`src/rtl/wb_arbiter.sv`:
```
// wb_arbiter: shares the register-file write port between pipeline writeback and a queued long-latency unit.
// Optional same-cycle LU bypass on an idle, empty write port: define WB_ARB_BYPASS_EN.
`default_nettype none

module wb_arbiter #(
  parameter int DEPTH      = 4,
  parameter int STARVE_MAX = 8,
  parameter int AW         = 5,
  parameter int DW         = 32
) (
  input  logic          clk,
  input  logic          rst,
  input  logic          pipe_wreg,
  input  logic [AW-1:0] pipe_waddr,
  input  logic [DW-1:0] pipe_wdata,
  input  logic          lu_valid,
  output logic          lu_ready,
  input  logic [AW-1:0] lu_waddr,
  input  logic [DW-1:0] lu_wdata,
  output logic          rf_we,
  output logic [AW-1:0] rf_waddr,
  output logic [DW-1:0] rf_wdata,
  output logic          bubble_req,
  output logic          lu_pending
);

  localparam int PW = $clog2(DEPTH);
  localparam int SW = $clog2(STARVE_MAX + 1);

  logic [AW-1:0]    addr_q [DEPTH];
  logic [DW-1:0]    data_q [DEPTH];
  logic [DEPTH-1:0] vld_q, vld_d;
  logic [PW-1:0]    wptr_q, wptr_d, rptr_q, rptr_d;
  logic [PW:0]      count_q, count_d;
  logic [SW-1:0]    starve_q, starve_d;
  logic             bubble_q, bubble_d;

  logic pa, empty, pop, push, byp;

  assign pa         = pipe_wreg && (pipe_waddr != '0);
  assign empty      = (count_q == '0);
  assign lu_ready   = (count_q != (PW+1)'(DEPTH));
  assign lu_pending = !empty;
  assign bubble_req = bubble_q;
  assign pop        = !pa && !empty;

`ifdef WB_ARB_BYPASS_EN
  assign byp = !pa && empty && lu_valid;
`else
  assign byp = 1'b0;
`endif

  // r0 results complete the handshake but are dropped; bypassed results never enter the queue.
  assign push = lu_valid && lu_ready && (lu_waddr != '0) && !byp;

  always_comb begin
    rf_we    = 1'b0;
    rf_waddr = pipe_waddr;
    rf_wdata = pipe_wdata;
    if (!rst) begin
      rf_we = 1'b0;
    end else if (pa) begin
      rf_we = 1'b1;
    end else if (!empty) begin
      rf_we    = vld_q[rptr_q];
      rf_waddr = addr_q[rptr_q];
      rf_wdata = data_q[rptr_q];
    end else if (byp) begin
      rf_we    = (lu_waddr != '0);
      rf_waddr = lu_waddr;
      rf_wdata = lu_wdata;
    end
  end

  // Kill before push: an entry enqueued alongside a matching pipe write holds the newer value.
  always_comb begin
    vld_d = vld_q;
    for (int i = 0; i < DEPTH; i++) begin
      if (pa && vld_q[i] && (addr_q[i] == pipe_waddr)) vld_d[i] = 1'b0;
    end
    if (pop)  vld_d[rptr_q] = 1'b0;
    if (push) vld_d[wptr_q] = 1'b1;
  end

  always_comb begin
    wptr_d  = push ? wptr_q + PW'(1) : wptr_q;
    rptr_d  = pop  ? rptr_q + PW'(1) : rptr_q;
    count_d = count_q + (PW+1)'(push) - (PW+1)'(pop);
    starve_d = starve_q;
    if (empty || pop)                                starve_d = '0;
    else if (pa && (starve_q != SW'(STARVE_MAX)))    starve_d = starve_q + SW'(1);
    bubble_d = bubble_q;
    if (empty || pop)                                bubble_d = 1'b0;
    else if (starve_d == SW'(STARVE_MAX))            bubble_d = 1'b1;
  end

  always_ff @(posedge clk or negedge rst) begin
    if (!rst) begin
      vld_q    <= '0;
      wptr_q   <= '0;
      rptr_q   <= '0;
      count_q  <= '0;
      starve_q <= '0;
      bubble_q <= 1'b0;
    end else begin
      vld_q    <= vld_d;
      wptr_q   <= wptr_d;
      rptr_q   <= rptr_d;
      count_q  <= count_d;
      starve_q <= starve_d;
      bubble_q <= bubble_d;
    end
  end

  // Payload needs no reset; the valid bits and count qualify it.
  always_ff @(posedge clk) begin
    if (push) begin
      addr_q[wptr_q] <= lu_waddr;
      data_q[wptr_q] <= lu_wdata;
    end
  end

endmodule

`default_nettype wire
```
`config.mk`:
```
export PLATFORM = sky130hd
export DESIGN_NAME = wb_arbiter
export DESIGN_NICKNAME = d
export VERILOG_FILES = /design/src/rtl/wb_arbiter.sv
export SDC_FILE = /design/constraint.sdc
export NUM_CORES = 1
export LEC_CHECK = 0
export BUFFER_PORTS_ARGS = -buffer_cell sky130_fd_sc_hd__buf_2
export CORE_ASPECT_RATIO = 0.6
export CORE_MARGIN = 2
export CORE_UTILIZATION = 55
export DETAILED_ROUTE_END_ITERATION = 10
export PLACE_DENSITY = 0.77
export RECOVER_POWER = 100
export SETUP_SLACK_MARGIN = 0.05
export SYNTH_ARGS = -nofsm -noshare
export SYNTH_HDL_FRONTEND = slang
export SYNTH_SLANG_ARGS = --single-unit
```
`constraint.sdc`:
```
create_clock -name clk -period 5.2 [get_ports clk]
set_clock_uncertainty 0.1 [all_clocks]
set_input_delay 0.52 -clock clk [delete_from_list [all_inputs] [get_ports clk]]
set_output_delay 0.52 -clock clk [all_outputs]
set_load 0.05 [all_outputs]
```
==> results.md, run 1 <==
* Slowest stage cell, crit path: o21ai_0
* Clock tree sinks at roughly 160
* CP required at 4.58 ns
* Die Y at just over 90 um
* Setup TNS at 0 ns
* Place WS at around 1.7 ns
* Failing checks: max-capacitance violations, max-slew violations
* First-pass GRT wire length at 20.2 mm
* Compound-cell area share of the yosys netlist at 0.0165
* Avg WL per Cell at 20.4 um
* Internal Power at 3.08 mW
* Post-Syn Area at 0.00712 sq mm
* Main combinational cell family by area after synthesis: multiplexers
* Antenna Nets Post-Route at 0
* Max stage delay on crit path at 0.71 ns
* Initial Util at 0.559
* CTS clk-pin slew, worst paths at around 0.060 ns
* Port buffer count at 118
* Reg2reg start: count_q[1]$_DFF_PN0_
* Drt total wl at 13.5 mm
* Beginning of the critical path: pipe_waddr[1]
* Switching power at 1.46 mW
* Core area at 0.0127 sq mm
* Synth Instances at 362
* Mux share of post-synthesis cell area at 0.198
* Worst-margin pin slew at 2.88 ns
* Post-DR vias/cell at 5.63
* Reg2reg end: data_q[1][8]$_DFFE_PP_
* Crit Path Max Fanout at 37
* Distinct cells, synth at 36
* Detailed placer's ending HPWL at 8.25 mm
* Clock power frac at 0.266
* Synth area leaders: edfxtp_1 62%, mux4_2 12%, mux2_4 6.3%
* Tot Pwr at 4.55 mW
* Final Hold Fails at 0
* Post-synthesis simple-gate area fraction at 0.0315
* Final period util at 0.795
* CTS tree: yes
* Vias in the first global route at 3735
* Placed Instances at roughly 630
* Initial antenna violation count at 1
* Nets at about 570
* Tot GR Track Use at 0.203
* CTS buffer count at 17
* Share of post-route cells with drive strength above 1 at 0.312
* Max_cap viols at 4
* First-pass detailed-route iteration total at 5
* Drc violations at 0
* Max Clk Rate at 0.242 GHz
* Fin cells at 664
* Critical path's top delay family: simple AND/OR/NAND/NOR gates
* Syn avg cell area at 19.7 sq um
* Worst skew pair latency at about 0.4 ns
* Tightest Hold Check Type: primary input to flip-flop
* Pleak at 2.90 nW
* Power Dens Cells at 552 mW/mm^2
* Setup crit end kind: primary output
* CTS H-Tree Depth at 4
* Share of the synthesized area in the top cell type at 0.625
* Post-Synth Adder-Cell Area at 0.0222
* Sequential cell area fraction in the yosys report at 0.681
* Largest net degree at the start of global routing at 43
* Crit path kind: primary input to primary output
* Seq pwr share at 0.429
* DR vias at between 3000 and 4000
* I/O pin count at 119
* Slew Limit Fails at 152
* RSZ-0062 raised after global routing: false
* Yosys warnings at 0
* Die X at about 150 um
* CTS Root Cell: clkbuf_16
* ANT cells at 0
* Worst vdd ir at around 0.27 mV
* Worst-path cell chain: clkbuf_1, or4_1, o21ai_0, nand3_4, mux2_1, buf_2
* Slew margin rel. at -0.924
* Sw Share at 0.322
* Yosys top cell by area: edfxtp_1
* CP endpoint: rf_wdata[19]
* R2r setup slk at 1.48 ns
* Final Setup Violations at 0
* Reg2reg path depth at 4
* Comb power frac at 0.305
* Slack of the critical path at 1.06 ns
* Stages on the worst setup path at 6
* Buffer and inverter count on the worst path at 2
* Outcome: complete, but fails checks
* Die area at around 0.014 sq mm
* DR iter-0 viols at about 210
* Row cnt at 32
* CTS resizes at 0
* XOR/XNOR Fraction of Synth Area at 0.0332
* #FFs+latches synth at 164
* Startpoint type of the worst setup path: primary input
* Final min period at 4.14 ns
* Hold depth at 1
* CTS max path bufs at 2
* Grt total ovfl at 0
* Worst path arrival time at 3.52 ns
* Global placer's final weighted congestion at 0.790
* Syn_nets at 452
* Syn-to-layout area delta at 15.8%
## cell type report
type / instances / area, sq um
clock buffers: 19 / 433
clock inverters: 11 / 136
fillers: 927 / 4490
inverters: 8 / 30.0
multi-input cells: 171 / 2020
flip-flops and latches: 164 / 4850
well taps: 170 / 213
repair buffers: 121 / 563
## cell families (layout without fill, tap and decap cells)
| family | after synthesis | in the layout |
|---|---|---|
| compound gates | 14 | 14 |
| buf+inv | 27 | 159 |
| simple gates | 41 | 41 |
| flops | 164 | 164 |
| mux | 77 | 77 |
| xor+xnor | 27 | 27 |
| fa+ha+maj | 12 | 12 |
## state kept, by name, summed over array words and instances, names as in the netlist
name / count
count_q: 3
rptr_q: 2
addr_q: 20
bubble_req: 1
vld_q: 4
data_q: 128
starve_q: 4
wptr_q: 2
## through the flow
stage	util	hold slack, ns	instance area [sq um]
final	0.647	0.274	8240
after global routing	0.647	0.264	8240
after CTS	0.662	0.208	8420
after detailed placement	0.616	0.383	7840
after global placement	0.616	0.377	7840
after floorplan	-	0.124	7120
## synth_stat cells, drive strengths merged
cell,number
nand2,7
xnor2,10
xor2,17
o2bb2ai,1
o21ai,2
dfrtp,16
and2,4
nand4,2
a21oi,2
mux2,39
a32o,4
edfxtp,148
a31oi,2
nand2b,1
nand3b,1
mux4,38
o211a,1
or3,1
clkbuf,9
nor3,5
buf,10
a21boi,1
or4,2
inv,8
nor2,8
o21a,1
fa,1
ha,11
nand3,9
nand4b,1
## power groups by stage
stage	logic (mW)	registers [mW]	clock network, mW
5_1_grt	1.49	1.99	1.28
4_1_cts	1.49	1.94	1.23
3_3_place_gp	1.46	1.95	0
3_5_place_dp	1.48	1.96	0
2_1_floorplan	1.23	1.84	0
6_report	1.39	1.95	1.21
## how the worst min path moves through the flow
| stage | startpoint | end | slack [ns] |
|---|---|---|---|
| 2_1_floorplan | rst | bubble_req$_DFFE_PN0P_ | 0.12 |
| 3_3_place_gp | count_q[2]$_DFF_PN0_ | count_q[2]$_DFF_PN0_ | 0.38 |
| 3_5_place_dp | count_q[2]$_DFF_PN0_ | count_q[2]$_DFF_PN0_ | 0.38 |
| 4_1_cts | lu_wdata[13] | data_q[1][13]$_DFFE_PP_ | 0.21 |
| 5_1_grt | lu_wdata[26] | data_q[2][26]$_DFFE_PP_ | 0.26 |
| 6_report | lu_wdata[24] | data_q[3][24]$_DFFE_PP_ | 0.27 |
## worst register-to-register path, delay by kind of cell (launching register included)
kind,cells,cell delay (ns)
compound gates,1,0.41
simple gates,3,2.32
flops,1,0.42
## routing by layer
| metal | vias to the layer above | part of all wire | track usage |
|---|---|---|---|
| li1 | 1688 | - | - |
| met1 | 1880 | 0.45 | 0.284 |
| met2 | 157 | 0.47 | 0.312 |
| met3 | 9 | 0.080 | 0.0607 |
| met4 | 2 | 0.0047 | 0.0584 |
| met5 | - | 0.00096 | 0 |
## what timing repair did
action | CTS | global route
hold endpoints to repair | 16 | 0
setup buffers | 0 | 0
hold buffers | 1 | 0
## layout by cell type, fill, tap and decap left out, types with 3 or more instances in the layout
cell type,synthesis,layout
xor2_1,17,17
nand2_1,7,7
clkbuf_1,9,44
clkinv_2,0,3
mux4_2,38,38
ha_1,11,11
edfxtp_1,148,148
nor3_1,5,5
mux2_1,0,30
a32o_1,4,4
mux2_2,9,8
and2_0,0,4
inv_1,8,8
buf_2,3,76
bufinv_16,0,3
nand3_1,8,8
xnor2_1,10,10
dfrtp_1,16,14
nor2_1,8,8
clkbuf_16,0,17
Power figures use the tool's default switching activity.
==> inputs of run 2 (changes only) <==
CORE_UTILIZATION = 51   (was 55)
PLACE_DENSITY = 0.75   (was 0.77)
clock period = 3.8 ns   (was 5.2 ns; I/O delays follow)
==> results.md, run 2 (same netlist as run 1, synthesis figures left out) <==
* Outcome: complete, but fails checks
* Failing checks: max-capacitance violations, max-slew violations
* First-pass GRT wire length at 21.1 mm (+4.5%)
* Reg2reg path depth at 4 (unchanged)
* Postcts setup bufs at 0 (unchanged)
* CTS H-Tree Depth at 4 (unchanged)
* Final Setup Violations at 0 (unchanged)
* Crit path kind: primary input to primary output
* Post-DR vias/cell at 5.54 (-1.6%)
* Crit Path Max Fanout at 23 (-38%)
* Drt total wl at 13.7 mm (+0.89%)
* CTS max path bufs at 2 (unchanged)
* Design Area, Final at 0.00840 sq mm (+1.9%)
* Detailed placer's ending HPWL at 8.86 mm (+7.3%)
* Row cnt at 33 (+3.1%)
* Vias in the first global route at 3824 (+2.4%)
* Drc violations at 0 (unchanged)
* Final period util at 0.912
* Filler cells at 1010 (+9.0%)
* Die Y at 95.5 um (+3.7%)
* Nets at 576 (+0.52%)
* CP endpoint: rf_waddr[2]
* Syn-to-layout area delta at 18.0%
* Max_cap viols at 4 (unchanged)
* Max FFs per register at 128 (unchanged)
* Total placed instance area at 0.00789 sq mm (+0.53%)
* Largest registers: data_q: 128 flops, addr_q: 20 flops
* CTS tree: yes
* Pleak at 2.98 nW (+2.9%)
* Final Util at 0.616 (-0.0311)
* Max Clk Rate at 0.289 GHz
* Initial antenna violation count at 0 (-1)
* Worst skew pair latency at 0.42 ns (about the same)
* Setup TNS at 0 ns (unchanged)
* Global placer's final weighted congestion at 0.787 (-0.33%)
* Clock tree sinks at 164 (unchanged)
* Final min period at approximately 3.5 ns
* Antenna Nets Post-Route at 0 (unchanged)
* Initial Util at 0.522 (-0.0366)
* DR iter-0 viols at 305 (+43%)
* Most frequent cells in the layout: 148 x edfxtp_1, 73 x clkbuf_1, 48 x buf_2
* Worst vdd ir at 0.349 mV (+30%)
* Largest net degree at the start of global routing at 38 (-12%)
* Worst path arrival time at 2.98 ns (-0.54 ns)
* DR vias at 3732 (-0.11%)
* First-pass detailed-route iteration total at 4 (-1)
* ANT cells at 0 (unchanged)
* R2r setup slk at 0.67 ns (-0.81 ns)
* Tot GR Track Use at 0.197 (-0.00596)
* Startpoint type of the worst setup path: primary input
* Die X at 156 um (+3.7%)
* Grt total ovfl at 0 (unchanged)
* Share of post-route cells with drive strength above 1 at 0.317 (+0.00489)
* Power Dens Cells at 764 mW/mm^2 (+38%)
* Final Hold Fails at 0 (unchanged)
* Slew Limit Fails at 152 (unchanged)
* CTS buffer count at 17 (unchanged)
* Beginning of the critical path: pipe_waddr[1]
* I/O pin count at 119 (unchanged)
* RSZ-0062 raised after global routing: false
* Setup crit end kind: primary output
* Largest Register: data_q
* Die area at 0.0149 sq mm (+7.6%)
* Reg2reg end: data_q[2][24]$_DFFE_PP_
* Core area at 0.0136 sq mm (+7.0%)
* Avg WL per Cell at 20.3 um (-0.60%)
* Reg2reg start: count_q[1]$_DFF_PN0_
* CTS clk-pin slew, worst paths at 0.06 ns (about the same)
* Tightest Hold Check Type: primary input to flip-flop
* CTS Root Cell: clkbuf_16
* Port buffer count at 118 (unchanged)
* Most common cell after layout, fill and taps aside: edfxtp_1
* Worst-margin pin slew at 2.04 ns (-0.846 ns)
* Slew margin rel. at -0.359 (+0.565)
* CP required at 3.32 ns (-1.26 ns)
* Fin cells at 674 (+1.5%)
* Placed Instances at 641 (+1.3%)
==> run 2: cell types whose count changed in the layout (fill, tap and decap cells not counted), sizes merged <==
cell | before | now
clkinv | 5 | 1
buf | 78 | 51
inv | 9 | 10
clkinvlp | 2 | 4
clkbuf | 61 | 94
==> run 2: worst min-delay path by stage <==
stage,slack [ns],from,cells past startpoint,to
2_1_floorplan,-0.02,rst,0,bubble_req$_DFFE_PN0P_
3_3_place_gp,0.24,rst,1,count_q[0]$_DFF_PN0_
3_5_place_dp,0.25,rst,1,count_q[0]$_DFF_PN0_
4_1_cts,0.06,lu_wdata[15],1,data_q[2][15]$_DFFE_PP_
5_1_grt,0.13,lu_wdata[15],1,data_q[2][15]$_DFFE_PP_
6_report,0.12,lu_wdata[11],1,data_q[3][11]$_DFFE_PP_
==> run 2: critical path: stages <==
cell and delay [ns]:
clkbuf_1 0.17, or4_1 0.66, o21ai_4 0.29, nand3_4 0.31, buf_4 0.38, mux2_2 0.28, clkbuf_1 0.47
==> run 2: stage by stage <==
step                hold WS, ns  setup WS [ns]  power (mW)
floorplan               -0.0156          0.895        4.20
global placement          0.241          0.705        4.69
detailed placement        0.250          0.646        4.75
CTS                      0.0636          0.485        6.52
global route              0.127          0.203        6.73
finish                    0.123          0.336        6.41
==> run 2: metal layers <==
| metal | track usage | part of all wire |
|---|---|---|
| met4 | 0.0604 | 0.011 |
| met2 | 0.301 | 0.46 |
| met5 | 0 | 0 |
| met3 | 0.0623 | 0.079 |
| met1 | 0.274 | 0.45 |
==> run 2: report_power, final <==
part	total, mW	switching [mW]	internal, mW
clock network	1.77	0.673	1.09
logic	2.03	1.19	0.840
registers	2.61	0.205	2.41
total	6.41	2.07	4.34
==> run 2: final cells by class <==
| class | count | area, sq um | area share |
|---|---|---|---|
| flip-flops and latches | 164 | 4850 | 0.577 |
| multi-input cells | 171 | 2120 | 0.253 |
| repair buffers | 124 | 557 | 0.0663 |
| clock buffers | 22 | 474 | 0.0565 |
| well taps | 175 | 219 | 0.0261 |
| clock inverters | 10 | 146 | 0.0174 |
| inverters | 8 | 30.0 | 0.00358 |
==> run 2: what timing repair did <==
item                                   in CTS  in global routing
endpoints found under the hold margin      16                  0
hold buffers                                1                  0
resized for setup                           0                  0
==> inputs of run 3 (changes only) <==
CTS_CLUSTER_DIAMETER = 50   (was not set)
REMOVE_ABC_BUFFERS = 1   (was not set)
==> results.md, run 3 (same netlist as run 1, synthesis figures left out) <==
* Most frequent cells in the layout: 148 x edfxtp_1, 78 x clkbuf_1, 42 x buf_2
* Fin cells at 672 (-0.30%)
* Slew margin rel. at -0.391 (-0.0322)
* CTS max path bufs at 2 (unchanged)
* Setup TNS at 0 ns (unchanged)
* ANT cells at 0 (unchanged)
* Clock tree sinks at 164 (unchanged)
* Worst-path cell chain: clkbuf_2, mux4_2, nand2_1, a21boi_0, clkbuf_1
* Design Area, Final at 0.00837 sq mm (-0.30%)
* Tot GR Track Use at 0.191 (-0.00614)
* Initial antenna violation count at 0 (unchanged)
* Postcts setup bufs at 0 (unchanged)
* Global placer's final weighted congestion at 0.793 (+0.75%)
* Row cnt at 33 (unchanged)
* Most common cell after layout, fill and taps aside: edfxtp_1
* Final hold slack at 0.131 ns (+0.00805 ns)
* Final Setup Violations at 0 (unchanged)
* Failing checks: max-capacitance violations, max-slew violations
* Final Hold Fails at 0 (unchanged)
* CTS buffer count at 17 (unchanged)
* Crit Path Max Fanout at 42 (+83%)
* Syn-to-layout area delta at 17.7%
* Drc violations at 0 (unchanged)
* Final min period at 3.31 ns (-0.155 ns)
* Startpoint type of the worst setup path: flip-flop
* DR iter-0 viols at 174 (-43%)
* Worst-margin pin slew at 2.09 ns (+0.0483 ns)
* Crit path kind: flip-flop to primary output
* Placed Instances at 640 (-0.16%)
* Die X at 156 um (unchanged)
* Slowest stage cell, crit path: clkbuf_2
* Grt total ovfl at 0 (unchanged)
* First-pass detailed-route iteration total at 5 (+1)
* Detailed placer's ending HPWL at 8.30 mm (-6.3%)
* Max FFs per register at 128 (unchanged)
* Avg WL per Cell at 19.9 um (-1.7%)
* Reg2reg path depth at 4 (unchanged)
* CTS tree: yes
* Tightest Hold Check Type: primary input to flip-flop
* Largest net degree at the start of global routing at 43 (+13%)
* Total placed instance area at 0.00788 sq mm (about the same)
* Setup crit end kind: primary output
* Share of post-route cells with drive strength above 1 at 0.314 (-0.00275)
* Worst skew pair latency at 0.41 ns (about the same)
* Power Dens Cells at 757 mW/mm^2 (-0.81%)
* Max Clk Rate at 0.302 GHz (+4.7%)
* Vias in the first global route at 3751 (-1.9%)
* Nets at 575 (-0.17%)
* Pleak at 2.98 nW (-0.21%)
* CTS H-Tree Depth at 4 (unchanged)
* Antenna Nets Post-Route at 0 (unchanged)
* Die Y at 95.5 um (unchanged)
* Core area at 0.0136 sq mm (unchanged)
* First-pass GRT wire length at 20.7 mm (-2.0%)
* CTS resizes at 0 (unchanged)
* Tot Pwr at 6.34 mW (-1.1%)
* DR vias at 3644 (-2.4%)
* Outcome: complete, but fails checks
* I/O pin count at 119 (unchanged)
* CTS clk-pin slew, worst paths at 0.06 ns (about the same)
* Drt total wl at 13.4 mm (-2.0%)
* Port buffer count at 118 (unchanged)
* Final period util at 0.871 (-0.0407)
* Hold depth at 1 (unchanged)
* Die area at 0.0149 sq mm (unchanged)
* Largest registers: data_q: 128 flops, addr_q: 20 flops
* Max stage delay on crit path at 0.90 ns (+0.24 ns)
* Initial Util at 0.522 (unchanged)
* Slew Limit Fails at 152 (unchanged)
* Post-DR vias/cell at 5.42 (-2.1%)
* Max_cap viols at 4 (unchanged)
* Worst vdd ir at 0.417 mV (+19%)
* Filler cells at 1007 (-0.30%)
* Worst path arrival time at 2.83 ns (-0.15 ns)
* CTS Root Cell: clkbuf_16
* RSZ-0062 raised after global routing: false
* CP required at 3.32 ns (about the same)
* Largest Register: data_q
run 3: metal layers:
metal | wire (um) | track usage | vias to the layer above
met2 | 6290 | 0.303 | 143
li1 | - | - | 1684
met4 | 93 | 0.0696 | 0
met5 | 0 | 0 | -
met1 | 5850 | 0.255 | 1811
met3 | 1150 | 0.0541 | 6
run 3: stage by stage:
| step | util | worst slack, ns |
|---|---|---|
| final | 0.614 | 0.490 |
| after global routing | 0.614 | 0.377 |
| after CTS | 0.622 | 0.651 |
| after detailed placement | 0.578 | 0.810 |
| after global placement | 0.578 | 0.846 |
| after floorplan | - | -0.0303 |
run 3: report_power, final:
part / switching (mW) / leakage, nW / internal (mW)
Combinational: 1.26 / 1.15 / 0.848
Sequential: 0.125 / 1.55 / 2.41
Clock: 0.663 / 0.282 / 1.03
Total: 2.05 / 2.98 / 4.29
run 3: timing repair:
action	in CTS	in global routing
setup endpoints to repair	0	0
hold buffers	1	0
hold endpoints to repair	16	0
run 3: critical path: cells and delay by family (launching register included):
kind                   cells  cell delay [ns]
buffers and inverters      2             1.41
AOI/OAI and AO/OA          1             0.20
and+or+nand+nor            1             0.05
muxes                      1             0.38
DFF                        1             0.34
run 3: path summary, 6_finish.rpt:
check	startpoint	endpoint	slack, ns
min in group asynchronous	rst	starve_q[3]$_DFF_PN0_	0.34
max	rptr_q[1]$_DFFE_PN0P_	rf_we	0.49
max in group asynchronous	rst	rptr_q[0]$_DFFE_PN0P_	2.94
min reg2reg	count_q[2]$_DFF_PN0_	count_q[2]$_DFF_PN0_	0.40
max reg2reg	count_q[1]$_DFF_PN0_	data_q[2][2]$_DFFE_PP_	0.63
min	lu_wdata[17]	data_q[0][17]$_DFFE_PP_	0.13
run 3: area by class of cell:
cell class | count | area [sq um] | area share
clock inverters | 12 | 154 | 0.0184
clock buffers | 19 | 433 | 0.0517
repair buffers | 123 | 546 | 0.0652
multi-input cells | 171 | 2140 | 0.256
well taps | 175 | 219 | 0.0262
flip-flops and latches | 164 | 4850 | 0.579
inverters | 8 | 30.0 | 0.00359
